==> src/rtl/core_pkg.sv <==
// Shared core definitions: default widths, PC increment and next-PC select encoding.
package core_pkg;

    localparam int unsigned XLEN_DEFAULT         = 32;
    localparam logic [31:0] RESET_VECTOR_DEFAULT = 32'h0000_0000;

    // Fixed instruction size; no compressed instructions.
    localparam int unsigned PC_INCR = 4;

    // Next-PC source, listed in decreasing priority.
    typedef enum logic [2:0] {
        NPC_TRAP,
        NPC_REDIRECT,
        NPC_HOLD,
        NPC_RAS,
        NPC_SEQ
    } npc_sel_e;

endpackage

==> src/rtl/ras_stack.sv <==
// Return-address stack: circular buffer that overwrites the oldest entry when full.
module ras_stack #(
    parameter int unsigned XLEN      = 32,
    parameter int unsigned RAS_DEPTH = 4,
    parameter int unsigned RAS_PTR_W = $clog2(RAS_DEPTH)
) (
    input  logic                 clk,
    input  logic                 reset,
    input  logic                 flush,
    input  logic                 push,
    input  logic                 pop,
    input  logic [XLEN-1:0]      push_addr,
    output logic [XLEN-1:0]      top,
    output logic [RAS_PTR_W:0]   count
);

    localparam int unsigned CNT_W = RAS_PTR_W + 1;
    localparam logic [RAS_PTR_W:0] CNT_FULL = CNT_W'(RAS_DEPTH);

    logic [XLEN-1:0]      mem [RAS_DEPTH];
    logic [RAS_PTR_W-1:0] ptr_q, ptr_d;
    logic [RAS_PTR_W:0]   count_q, count_d;
    logic                 wr_en;
    logic [RAS_PTR_W-1:0] wr_idx;
    logic                 not_empty;

    assign not_empty = (count_q != '0);

    // Pointer/count update and write port selection.
    always_comb begin
        ptr_d   = ptr_q;
        count_d = count_q;
        wr_en   = 1'b0;
        wr_idx  = ptr_q;
        if (flush) begin
            ptr_d   = '0;
            count_d = '0;
        end else if (push && pop && not_empty) begin
            // Caller consumes the old top; the new link replaces it in place.
            wr_en = 1'b1;
        end else if (push) begin
            wr_en  = 1'b1;
            wr_idx = ptr_q + 1'b1;
            ptr_d  = ptr_q + 1'b1;
            if (count_q != CNT_FULL) begin
                count_d = count_q + 1'b1;
            end
        end else if (pop && not_empty) begin
            ptr_d   = ptr_q - 1'b1;
            count_d = count_q - 1'b1;
        end
    end

    // Pointer and occupancy registers.
    always_ff @(posedge clk) begin
        if (reset) begin
            ptr_q   <= '0;
            count_q <= '0;
        end else begin
            ptr_q   <= ptr_d;
            count_q <= count_d;
        end
    end

    // Entry storage; contents are only meaningful below count, so no reset.
    always_ff @(posedge clk) begin
        if (wr_en) begin
            mem[wr_idx] <= push_addr;
        end
    end

    assign top   = mem[ptr_q];
    assign count = count_q;

endmodule

==> src/rtl/pc_unit.sv <==
// Fetch program counter with stall, trap/branch redirect, return-address stack and
// misaligned-target rejection.
module pc_unit
    import core_pkg::*;
#(
    parameter int unsigned     XLEN         = XLEN_DEFAULT,
    parameter logic [XLEN-1:0] RESET_VECTOR = XLEN'(RESET_VECTOR_DEFAULT),
    parameter int unsigned     RAS_DEPTH    = 4,
    parameter int unsigned     RAS_PTR_W    = $clog2(RAS_DEPTH)
) (
    input  logic                 clk,
    input  logic                 reset,
    input  logic                 stall,
    input  logic                 trap_en,
    input  logic [XLEN-1:0]      trap_vec,
    input  logic                 redirect_en,
    input  logic [XLEN-1:0]      redirect_pc,
    input  logic                 ras_push,
    input  logic [XLEN-1:0]      ras_push_addr,
    input  logic                 ras_pop,
    output logic [XLEN-1:0]      PC_out,
    output logic [XLEN-1:0]      pc_plus4,
    output logic                 fetch_valid,
    output logic                 misaligned,
    output logic [RAS_PTR_W:0]   ras_count
);

    npc_sel_e             npc_sel;
    logic [XLEN-1:0]      pc_q, pc_d;
    logic                 fetch_valid_q;
    logic                 misaligned_q, misaligned_d;
    logic                 ras_ok;
    logic [XLEN-1:0]      ras_top;
    logic [RAS_PTR_W:0]   ras_cnt;

    // Stack traffic is only honoured on a plain, unstalled fetch cycle.
    assign ras_ok = !trap_en && !redirect_en && !stall;

    ras_stack #(
        .XLEN      (XLEN),
        .RAS_DEPTH (RAS_DEPTH),
        .RAS_PTR_W (RAS_PTR_W)
    ) u_ras (
        .clk       (clk),
        .reset     (reset),
        .flush     (trap_en),
        .push      (ras_push && ras_ok),
        .pop       (ras_pop && ras_ok),
        .push_addr (ras_push_addr),
        .top       (ras_top),
        .count     (ras_cnt)
    );

    assign pc_plus4 = pc_q + XLEN'(PC_INCR);

    // Prioritised next-PC source selection.
    always_comb begin
        npc_sel = NPC_SEQ;
        if (trap_en) begin
            npc_sel = NPC_TRAP;
        end else if (redirect_en) begin
            npc_sel = NPC_REDIRECT;
        end else if (stall) begin
            npc_sel = NPC_HOLD;
        end else if (ras_pop && (ras_cnt != '0)) begin
            npc_sel = NPC_RAS;
        end
    end

    // Next-PC mux and misaligned-target detection.
    always_comb begin
        pc_d         = pc_q;
        misaligned_d = 1'b0;
        case (npc_sel)
            NPC_TRAP:     pc_d = {trap_vec[XLEN-1:2], 2'b00};
            NPC_REDIRECT: begin
                if (redirect_pc[1:0] == 2'b00) begin
                    pc_d = redirect_pc;
                end else begin
                    misaligned_d = 1'b1;
                end
            end
            NPC_HOLD:     pc_d = pc_q;
            NPC_RAS:      pc_d = ras_top;
            NPC_SEQ:      pc_d = pc_plus4;
            default:      pc_d = pc_q;
        endcase
    end

    // PC, fetch-valid and misaligned-pulse registers.
    always_ff @(posedge clk) begin
        if (reset) begin
            pc_q          <= RESET_VECTOR;
            fetch_valid_q <= 1'b0;
            misaligned_q  <= 1'b0;
        end else begin
            pc_q          <= pc_d;
            fetch_valid_q <= 1'b1;
            misaligned_q  <= misaligned_d;
        end
    end

    assign PC_out      = pc_q;
    assign fetch_valid = fetch_valid_q;
    assign misaligned  = misaligned_q;
    assign ras_count   = ras_cnt;

endmodule
==> config.mk <==
export PLATFORM = sky130hd
export DESIGN_NAME = pc_unit
export DESIGN_NICKNAME = d
export VERILOG_FILES = /design/src/rtl/core_pkg.sv /design/src/rtl/ras_stack.sv /design/src/rtl/pc_unit.sv
export SDC_FILE = /design/constraint.sdc
export NUM_CORES = 1
export LEC_CHECK = 0
export ABC_CLOCK_PERIOD_IN_PS = 11220
export BUFFER_PORTS_ARGS = -buffer_cell sky130_fd_sc_hd__clkbuf_2
export CAP_MARGIN = 20
export CELL_PAD_IN_SITES_DETAIL_PLACEMENT = 0
export CELL_PAD_IN_SITES_GLOBAL_PLACEMENT = 1
export CORE_UTILIZATION = 47
export CTS_CLUSTER_SIZE = 20
export DETAILED_ROUTE_END_ITERATION = 8
export PLACE_DENSITY_LB_ADDON = 0.1
export SETUP_SLACK_MARGIN = 0.4
export SLEW_MARGIN = 15
export SYNTH_ARGS = -nofsm -noshare
export SYNTH_HDL_FRONTEND = slang
export SYNTH_HIERARCHICAL = 1
export SYNTH_SLANG_ARGS = --single-unit
==> constraint.sdc <==
create_clock -name clk -period 11.22 [get_ports clk]
set_clock_uncertainty 0.2 [all_clocks]
set_input_delay 0.561 -clock clk [delete_from_list [all_inputs] [get_ports clk]]
set_output_delay 0.561 -clock clk [all_outputs]
set_load 0.005 [all_outputs]
After elaboration in Yosys (flattened, before gate mapping)

Memories as Yosys holds them, arrays and structs flattened. A register that Yosys moved wholly into a read port is not among the register bits.
Cells that the tools add are included.

Register bits after elaboration: 39
Bits in latches: 0
Memory bits (writable): 128
Memory bits (read-only): 0
Input port bits: 103
Output and inout port bits: 69
Word-level logic and storage cells: 63
Memories kept: 1

$add $sub $neg: 5
Multipliers: 0
Divide/modulo/power cells: 0
Magnitude comparators: 0
Equality and inequality tests: 6
Shift operators: 0
Multiplexer cells: 23
Bitwise operators: 2
Reductions and logical operators: 21

Memory list:

| name      | depth | width | rd ports | clocked after Yosys merged registers in | write ports | RTL line        | source |
|---|---|---|---|---|---|---|---|
| u_ras.mem | 4     | 32    | 1        | 1                                       | 1           | ras_stack.sv:20 | `logic [XLEN-1:0] mem [RAS_DEPTH];` |

Operators with widths:

| operator                                         | count |
|---|---|
| one-hot mux 32 bit (4 select lines)              | 1 |
| adder 32 x 3 -> 32 bit, second input constant    | 1 |
| two-way mux 32 bit                               | 1 |
| two-way mux 3 bit                                | 7 |
| two-way mux 2 bit                                | 7 |
| logical AND 1 bit                                | 8 |
| two-way mux 1 bit                                | 7 |
| inequality test 2 bit, second input constant     | 2 |
| AND reduction 2 bit                              | 2 |
| nonzero test 4 bit                               | 1 |
| OR reduction 2 bit                               | 2 |
| adder 3 x 1 -> 3 bit, second input constant      | 1 |
| == test 3 x 1 -> 1 bit, second input constant    | 1 |
| == test 3 x 2 -> 1 bit, second input constant    | 1 |
| == test 3 bit, second input constant             | 1 |
| zero test 1 bit                                  | 3 |
| zero test 3 bit                                  | 1 |
| inequality test 3 bit, second input constant     | 1 |
| AND reduction 3 bit                              | 1 |
| nonzero test 3 bit                               | 1 |
| subtractor 3 x 1 -> 3 bit, second input constant | 1 |
| adder 2 x 1 -> 2 bit, second input constant      | 1 |
| zero test 2 bit                                  | 1 |
| inverter 1 bit                                   | 2 |
| other kinds (2)                                  | 2 |

Logic depth before layout (Yosys ltp)

Gate-level depths: netlist of run 1.

Word-level depth: 10
Gate-level depth with buffers: 12
Depth with buffers taken out: 8

Cells and area by module

The synthesis of run 1 kept the hierarchy.

Modules (own cells, without submodules):

| module    | times used | cells an instance | area each (µm²) |
|---|---|---|---|
| ras_stack | 1          | 224               | 5152.4 |
| pc_unit   | 1          | 385               | 2821.5 |

Least setup slack after synthesis of run 1

No wires, ideal clock.

Kind: input-to-reg
From: input trap_en
To: memory u_ras.mem[3][0], enable pin
Library setup time: 0.441 ns
Data arrival time: 4.031 ns
Required time: 10.579 ns
Path slack: 6.548 ns
Stages on the path: 10
Path buffers: 4
Path through: clkbuf_1 -> nor3_1 -> clkbuf_1 -> buf_2 -> and2_1 -> buf_6 -> inv_1 -> ha_1 -> nand4_1 -> a31oi_1

Longest elaborated chain between the ends: 10

RTL lines:

| item                                    | RTL line                     | source |
|---|---|---|
| start, declared                         | pc_unit.sv:14                | `input logic trap_en,` |
| zero test 1 bit                         | pc_unit.sv:37                | `assign ras_ok = !trap_en && !redirect_en && !stall;` |
| logical AND 1 bit (2 in series)         | pc_unit.sv:37                |  |
| logical AND 1 bit (on tied branches)    | pc_unit.sv:47, pc_unit.sv:48 |  |
| logical AND 1 bit (2 in series)         | ras_stack.sv:38              | `end else if (push && pop && not_empty) begin` |
| two-way mux 1 bit                       | ras_stack.sv:38              |  |
| two-way mux 1 bit                       | ras_stack.sv:35              | `if (flush) begin` |
| two-way mux 1 bit                       | ras_stack.sv:67              | `if (wr_en) begin` |
| two-way mux 1 bit (implied by the code) | ras_stack.sv:68              | `mem[wr_idx] <= push_addr;` |
| end, declared                           | ras_stack.sv:20              |  |

Several ways; a longest one is shown, not always the timed one.

Final worst setup path of run 1

From: register pc_q[2], in the netlist PC_out[2]
To: output pc_plus4[18]

Longest elaborated chain between the ends: 1

RTL lines:

| item                   | RTL line      | source |
|---|---|---|
| start, declared        | pc_unit.sv:29 | `logic [XLEN-1:0] pc_q, pc_d;` |
| start signal, assigned | pc_unit.sv:97 | `pc_q <= pc_d;` |
| adder 32 x 3 -> 32 bit | pc_unit.sv:54 | `assign pc_plus4 = pc_q + XLEN'(PC_INCR);` |
| end, declared          | pc_unit.sv:22 | `output logic [XLEN-1:0] pc_plus4,` |

Every way passes these cells.

==> results.sh, run 1 <==
export IMPL_cp_cell_sequence="ha_1 -> nand3_1 -> nor4_2 -> nand3_1 -> xnor2_1 -> clkbuf_2"
export IMPL_grt_start_max_net_pins=39
export IMPL_drv_slew=0
export IMPL_leakage_nw=3.497
export IMPL_max_freq_ghz=0.2801
export IMPL_grt_pass1_vias=5850
export IMPL_vias=6036
export IMPL_synth_most_common_cell="edfxtp_1"
export IMPL_fin_area_um2=9595
export IMPL_fp_row_count=47
export IMPL_cpPeakStageDelay_ns=0.72
export IMPL_cp_required_ns=10.46
export IMPL_min_period_ns=3.571
export IMPL_pin_count=172
export IMPL_ant_nets=0
export IMPL_syn_area_per_cell_um2=13.09
export IMPL_power_total_mw=1.393
export IMPL_synth_edff_count=128
export IMPL_hold_viol=0
export IMPL_clk_pin_slew_ns=0.07
export IMPL_crit_type="reg2out"
export IMPL_synth_cells=609
export IMPL_startpoint="PC_out[2]"
export IMPL_antennaDiodeCount=0
export IMPL_critPathCaptureType="output port"
export IMPL_ir_worst_vdd_uv=111.5
export IMPL_synth_seq_area_share_pct=58.50
export IMPL_reg2regPathDepth=6
export IMPL_core_area_um2=16580
export IMPL_drc=0
export IMPL_startpoint_type="flip-flop"
export IMPL_synth_seq_cells=169
export IMPL_vias_per_cell=6.054
export IMPL_port_buffers=169
export IMPL_tightest_slew_ns=1.095
export IMPL_die_x_um=132.3
export IMPL_firstDrtPassIters=5
export IMPL_synthesis_nets=716
export IMPL_gr_usage_all_layers_pct=27.02
export IMPL_dp_hpwl_um=15500
export IMPL_yosys_area_top_type="edfxtp_1"
export IMPL_fin_ws_ns=7.649
export IMPL_hold_class="in2reg"
export IMPL_die_area_um2=17490
export IMPL_tns_ns=0
export IMPL_cpMostUsedCell="nand3_1"
export IMPL_synth_area_leaders="edfxtp_1, dfxtp_1, mux4_2"
export IMPL_grt_pass1_wl_um=34630
export IMPL_r2r_slack_ns=8.35
export IMPL_path_buf_inv=1
export IMPL_placed_area_um2=9021
export IMPL_ys_types=80
export IMPL_synth_area_um2=7974
export IMPL_crit_end="pc_plus4[18]"
export IMPL_ys_async_sr_fraction_pct=0
export IMPL_worst_endpoint_arrival_ns=2.81
export IMPL_cts_root_buf="clkbuf_16"
export IMPL_critPathTopFamily="simple AND/OR/NAND/NOR gates"
export IMPL_gp_congestion=0.8388
export IMPL_setup_violations=0
export IMPL_clockBufferDepth=2
export IMPL_status="finished clean"
export IMPL_die_y_um=132.3
export IMPL_h_tree_depth=4
export IMPL_cts_resized=0
export IMPL_drt_initial_drc_count=482
export IMPL_grt_ovfl_total=0
export IMPL_wirelength_um=22900
export IMPL_hp_start="ras_push_addr[12]"
export IMPL_rsz0062_at_grt="false"
export IMPL_cts_tree="done"
export IMPL_hold_slack_ns=0.1460
export IMPL_initial_utilization_pct=48.08
export IMPL_layout_drive_gt1_share_pct=35.78
export IMPL_p_per_area_nw_per_um2=145.1
export IMPL_pre_cts_ws_ns=7.449
export IMPL_finalCritPeriodShare_pct=31.82
export IMPL_clock_sinks=169
export IMPL_cts_setup_buffers=0
export IMPL_ys_dominant_reg_cell="edfxtp_1"
export IMPL_max_slew_margin_pct=26.73
export IMPL_clkLatencyLatePin_ns=0.43
export IMPL_antenna_found_initial=0
export IMPL_cp_depth=6
export IMPL_r2r_end="PC_out[30]"
export IMPL_yosys_area_top_type_share_pct=48.20
export IMPL_cts_hold_buf=0
export IMPL_max_cap_viol_count=0
export IMPL_synth_warnings=6
export IMPL_cts_buffers=17
export IMPL_cp_max_fo=8
export IMPL_area_growth_pct=20.34
export IMPL_netlist_top_cells_count="edfxtp_1, dfxtp_1, nand2_1, nor2_1, mux4_2"
export IMPL_wire_per_inst_um=22.97
export IMPL_crit_path_top_delay_cell="nor4_2"
export IMPL_final_nets=871
==> logic make-up after synthesis <==
family | Yosys count | share of synthesized area [%]
buf+inv | 56 | 3.170
simple gates | 182 | 12.15
compound gates | 134 | 12.57
flops | 169 | 58.50
fa+ha+maj | 4 | 0.7219
mux | 38 | 9.807
xor+xnor | 26 | 3.091
==> worst register-to-register path, delay by kind of cell (launching register included) <==
family / cells / cell delay [ns]
muxes: 1 / 0.61
DFF: 1 / 0.31
and+or+nand+nor: 1 / 0.15
AOI/OAI and AO/OA: 3 / 0.90
buffers and inverters: 1 / 0.56
==> through the flow <==
stage / cells / utilization [%]
3_5_place_dp: 965 / 54.40
4_1_cts: 997 / 57.86
5_1_grt: 997 / 57.86
2_1_floorplan: 609 / -
6_report: 997 / 57.86
3_3_place_gp: 965 / 54.40
==> state kept, by name, summed over array words and instances, names as in the netlist, named ones only <==
register / flops
u_ras/mem: 128
misaligned: 1
PC_out: 32
u_ras/ptr_q: 2
u_ras/count: 3
fetch_valid: 1
==> layer usage <==
layer	vias to the layer above	routed length, um	share of wire [%]	track usage (%)
met2	314	10770	47	42.03
li1	2699	-	-	-
met1	2985	9648	42	36.61
met3	38	1968	8.6	6.536
met4	0	516	2.3	10.92
met5	-	0	0	0
==> power breakdown <==
group          switching (mW)  internal (mW)
Combinational          0.0659         0.0527
Sequential             0.0185          0.682
Clock                   0.245          0.328
Total                   0.330           1.06
==> worst min-delay path by stage <==
| stage | to | slack, ns | depth (start not counted) |
|---|---|---|---|
| after floorplan | PC_out[0] | 0.28 | 2 |
| after global placement | PC_out[0] | 0.28 | 2 |
| after detailed placement | PC_out[1] | 0.30 | 2 |
| after CTS | u_ras/mem[1][19] | 0.13 | 1 |
| after global routing | u_ras/mem[0][6] | 0.14 | 1 |
| final | u_ras/mem[3][12] | 0.15 | 1 |
==> placed cells by master (no fill, tap or decap), types with 13 or more instances in the layout <==
master	synthesis	layout
nand2_1	41	41
nor2_1	37	35
clkbuf_16	0	17
nand3_1	27	27
edfxtp_1	128	128
a21oi_1	24	23
dfxtp_1	41	40
mux4_2	32	32
xnor2_1	13	13
clkbuf_2	1	169
o21ai_0	19	19
==> final cells by class <==
| class | instances | area [um^2] |
|---|---|---|
| clock buffers | 17 | 425.4 |
| multi-input cells | 384 | 3103 |
| clock inverters | 15 | 148.9 |
| repair buffers | 181 | 935.9 |
| fillers | 1400 | 6988 |
| inverters | 11 | 41.29 |
| well taps | 220 | 275.3 |
| flip-flops and latches | 169 | 4666 |
Note: power is estimated with default switching activity, not from simulation.
==> run 2, diff against run 1 <==
--- a/config.mk
+++ b/config.mk
@@ -5,12 +5,13 @@
 export SDC_FILE = /design/constraint.sdc
 export NUM_CORES = 1
 export LEC_CHECK = 0
-export ABC_CLOCK_PERIOD_IN_PS = 11220
+export ABC_AREA = 1
+export ABC_CLOCK_PERIOD_IN_PS = 3300
 export BUFFER_PORTS_ARGS = -buffer_cell sky130_fd_sc_hd__clkbuf_2
 export CAP_MARGIN = 20
 export CELL_PAD_IN_SITES_DETAIL_PLACEMENT = 0
 export CELL_PAD_IN_SITES_GLOBAL_PLACEMENT = 1
-export CORE_UTILIZATION = 47
+export CORE_UTILIZATION = 41
 export CTS_CLUSTER_SIZE = 20
 export DETAILED_ROUTE_END_ITERATION = 8
 export PLACE_DENSITY_LB_ADDON = 0.1
==> constraint.sdc (replaced) <==
create_clock -name clk -period 3.3 [get_ports clk]
set_clock_uncertainty 0.2 [all_clocks]
set_input_delay 0.165 -clock clk [delete_from_list [all_inputs] [get_ports clk]]
set_output_delay 0.165 -clock clk [all_outputs]
set_load 0.005 [all_outputs]
==> run 2 against run 1 <==
Net effect:
- synthesized area rose by 5.8%
- largest power group unchanged
- final cell count rose by 50%
- design area rose by 14%
==> results.sh, run 2 <==
export IMPL_status="finished clean"
export IMPL_synth_seq_cells=169
export IMPL_clk_pin_slew_ns=0.07
export IMPL_grt_pass1_vias=6869
export IMPL_max_freq_ghz=0.3725
export IMPL_yosys_area_top_type_share_pct=45.55
export IMPL_core_area_um2=20230
export IMPL_min_period_ns=2.685
export IMPL_synth_seq_area_share_pct=55.28
export IMPL_synth_most_common_cell="nand2_1"
export IMPL_ir_worst_vdd_uv=364.0
export IMPL_cts_buffers=17
export IMPL_critPathCaptureType="flip-flop"
export IMPL_initial_utilization_pct=41.70
export IMPL_clkLatencyLatePin_ns=0.43
export IMPL_ys_async_sr_fraction_pct=0
export IMPL_startpoint_type="flip-flop"
export IMPL_setup_violations=0
export IMPL_h_tree_depth=4
export IMPL_cp_max_fo=6
export IMPL_fp_row_count=52
export IMPL_ys_dominant_reg_cell="edfxtp_1"
export IMPL_drv_slew=0
export IMPL_fin_area_um2=10950
export IMPL_synthesis_nets=1081
export IMPL_final_cell_mix="nand2_1, clkbuf_2, nor2_1"
export IMPL_largest_register="u_ras/mem"
export IMPL_layout_drive_gt1_share_pct=22.20
export IMPL_grt_pass1_wl_um=37130
export IMPL_grt_ovfl_total=0
export IMPL_rsz0062_at_grt="false"
export IMPL_die_area_um2=21160
export IMPL_synth_area_leaders="edfxtp_1, nand2_1, dfxtp_1"
export IMPL_max_cap_viol_count=0
export IMPL_synth_cells=974
export IMPL_die_y_um=145.5
export IMPL_area_growth_pct=29.77
export IMPL_vias_per_cell=4.852
export IMPL_hold_slack_ns=0.01968
export IMPL_drc=0
export IMPL_max_slew_margin_pct=45.50
export IMPL_synth_area_um2=8438
export IMPL_final_nets=1320
export IMPL_cts_root_buf="clkbuf_16"
export IMPL_fill_cells=1947
export IMPL_yosys_area_top_type="edfxtp_1"
export IMPL_wirelength_um=23740
export IMPL_cp_required_ns=3.45
export IMPL_finalCritPeriodShare_pct=81.36
export IMPL_clockBufferDepth=2
export IMPL_die_x_um=145.5
export IMPL_antenna_found_initial=0
export IMPL_grt_start_max_net_pins=65
export IMPL_largest_reg_flops=128
export IMPL_drt_initial_drc_count=413
export IMPL_antennaDiodeCount=0
export IMPL_clock_sinks=169
export IMPL_dp_hpwl_um=16400
export IMPL_syn_area_per_cell_um2=8.663
export IMPL_tightest_slew_ns=0.8175
export IMPL_r2r_slack_ns=0.62
export IMPL_leakage_nw=4.472
export IMPL_p_per_area_nw_per_um2=445.9
export IMPL_wire_per_inst_um=15.88
export IMPL_crit_type="reg2reg"
export IMPL_netlist_top_cells_count="nand2_1, nor2_1, edfxtp_1, o21ai_0, inv_1"
export IMPL_hold_class="in2reg"
export IMPL_gp_congestion=0.8767
export IMPL_synth_edff_count=128
export IMPL_firstDrtPassIters=5
export IMPL_worst_endpoint_arrival_ns=2.83
export IMPL_gr_usage_all_layers_pct=22.98
export IMPL_placed_area_um2=9574
export IMPL_hold_viol=0
export IMPL_vias=7253
export IMPL_ant_nets=0
export IMPL_port_buffers=169
export IMPL_synth_warnings=6
export IMPL_layout_commonest_cell="nand2_1"
export IMPL_cts_tree="done"
export IMPL_pin_count=172
export IMPL_ys_types=35
==> run 2: logic make-up after synthesis <==
kind of cell,synth area share (%)
flops,55.28
buf+inv,5.827
fa+ha+maj,0.6821
compound gates,11.08
xor+xnor,1.023
simple gates,26.11
==> run 2: area by class of cell <==
type | count | area [um^2] | area share [%]
clock buffers | 17 | 425.4 | 3.885
clock inverters | 14 | 150.1 | 1.371
inverters | 76 | 285.3 | 2.605
multi-input cells | 686 | 3297 | 30.11
flip-flops and latches | 169 | 4666 | 42.61
well taps | 270 | 337.8 | 3.085
repair buffers | 263 | 1789 | 16.34
==> run 2: path summary, 6_finish.rpt <==
path                    from         end  depth (start not counted)
max                PC_out[2]  PC_out[10]                         10
max reg2reg        PC_out[2]  PC_out[10]                         10
min          redirect_pc[22]  PC_out[22]                          7
min reg2reg       PC_out[31]  PC_out[31]                          2
==> run 2: stage by stage <==
| stage | setup slack, ns | cells | TNS, ns | power [mW] | utilization, % |
|---|---|---|---|---|---|
| 2_1_floorplan | -0.09882 | 974 | -6.324 | 2.669 | - |
| 6_report | 0.6152 | 1495 | 0 | 4.883 | 54.12 |
| 3_5_place_dp | 0.7123 | 1384 | 0 | 2.901 | 47.32 |
| 5_1_grt | 0.4282 | 1495 | 0 | 5.077 | 54.12 |
| 3_3_place_gp | 0.6960 | 1384 | 0 | 2.898 | 47.32 |
| 4_1_cts | 0.6176 | 1495 | 0 | 4.927 | 54.12 |
==> run 2: report_power, final <==
group          switching (mW)  total [mW]  internal [mW]  leakage [nW]
Clock                   0.933        1.94           1.01         0.278
Combinational           0.289       0.554          0.264          2.70
Sequential             0.0630        2.39           2.32          1.49
Total                    1.28        4.88           3.60          4.47
==> run 2: worst max-delay path, stage by stage (launching register included) <==
cell           delay (ns)
dfxtp_1              0.44
ha_1                 0.33
nand3_2              0.20
inv_2                0.16
nand2_4              0.08
xnor2_1              0.27
nand2_1              0.12
nand3_1              0.09
nand2_1              0.04
dlygate4sd3_1        0.55
a21oi_1              0.12
==> run 2: repair_timing <==
| action | in CTS | in global routing |
|---|---|---|
| gates resized for setup | 0 | 0 |
| hold buffers | 80 | 0 |
| endpoints found under the hold margin | 161 | 0 |
| buffers inserted | 0 | 0 |
==> run 2: layer usage <==
metal | up-vias | track usage (%) | share of wire, % | routed length, um
li1 | 3724 | - | - | -
met1 | 3333 | 31.77 | 48 | 11280
met2 | 177 | 37.69 | 47 | 11220
met3 | 19 | 3.386 | 4.0 | 945
met4 | 0 | 6.368 | 1.2 | 290
met5 | - | 0 | 0 | 0
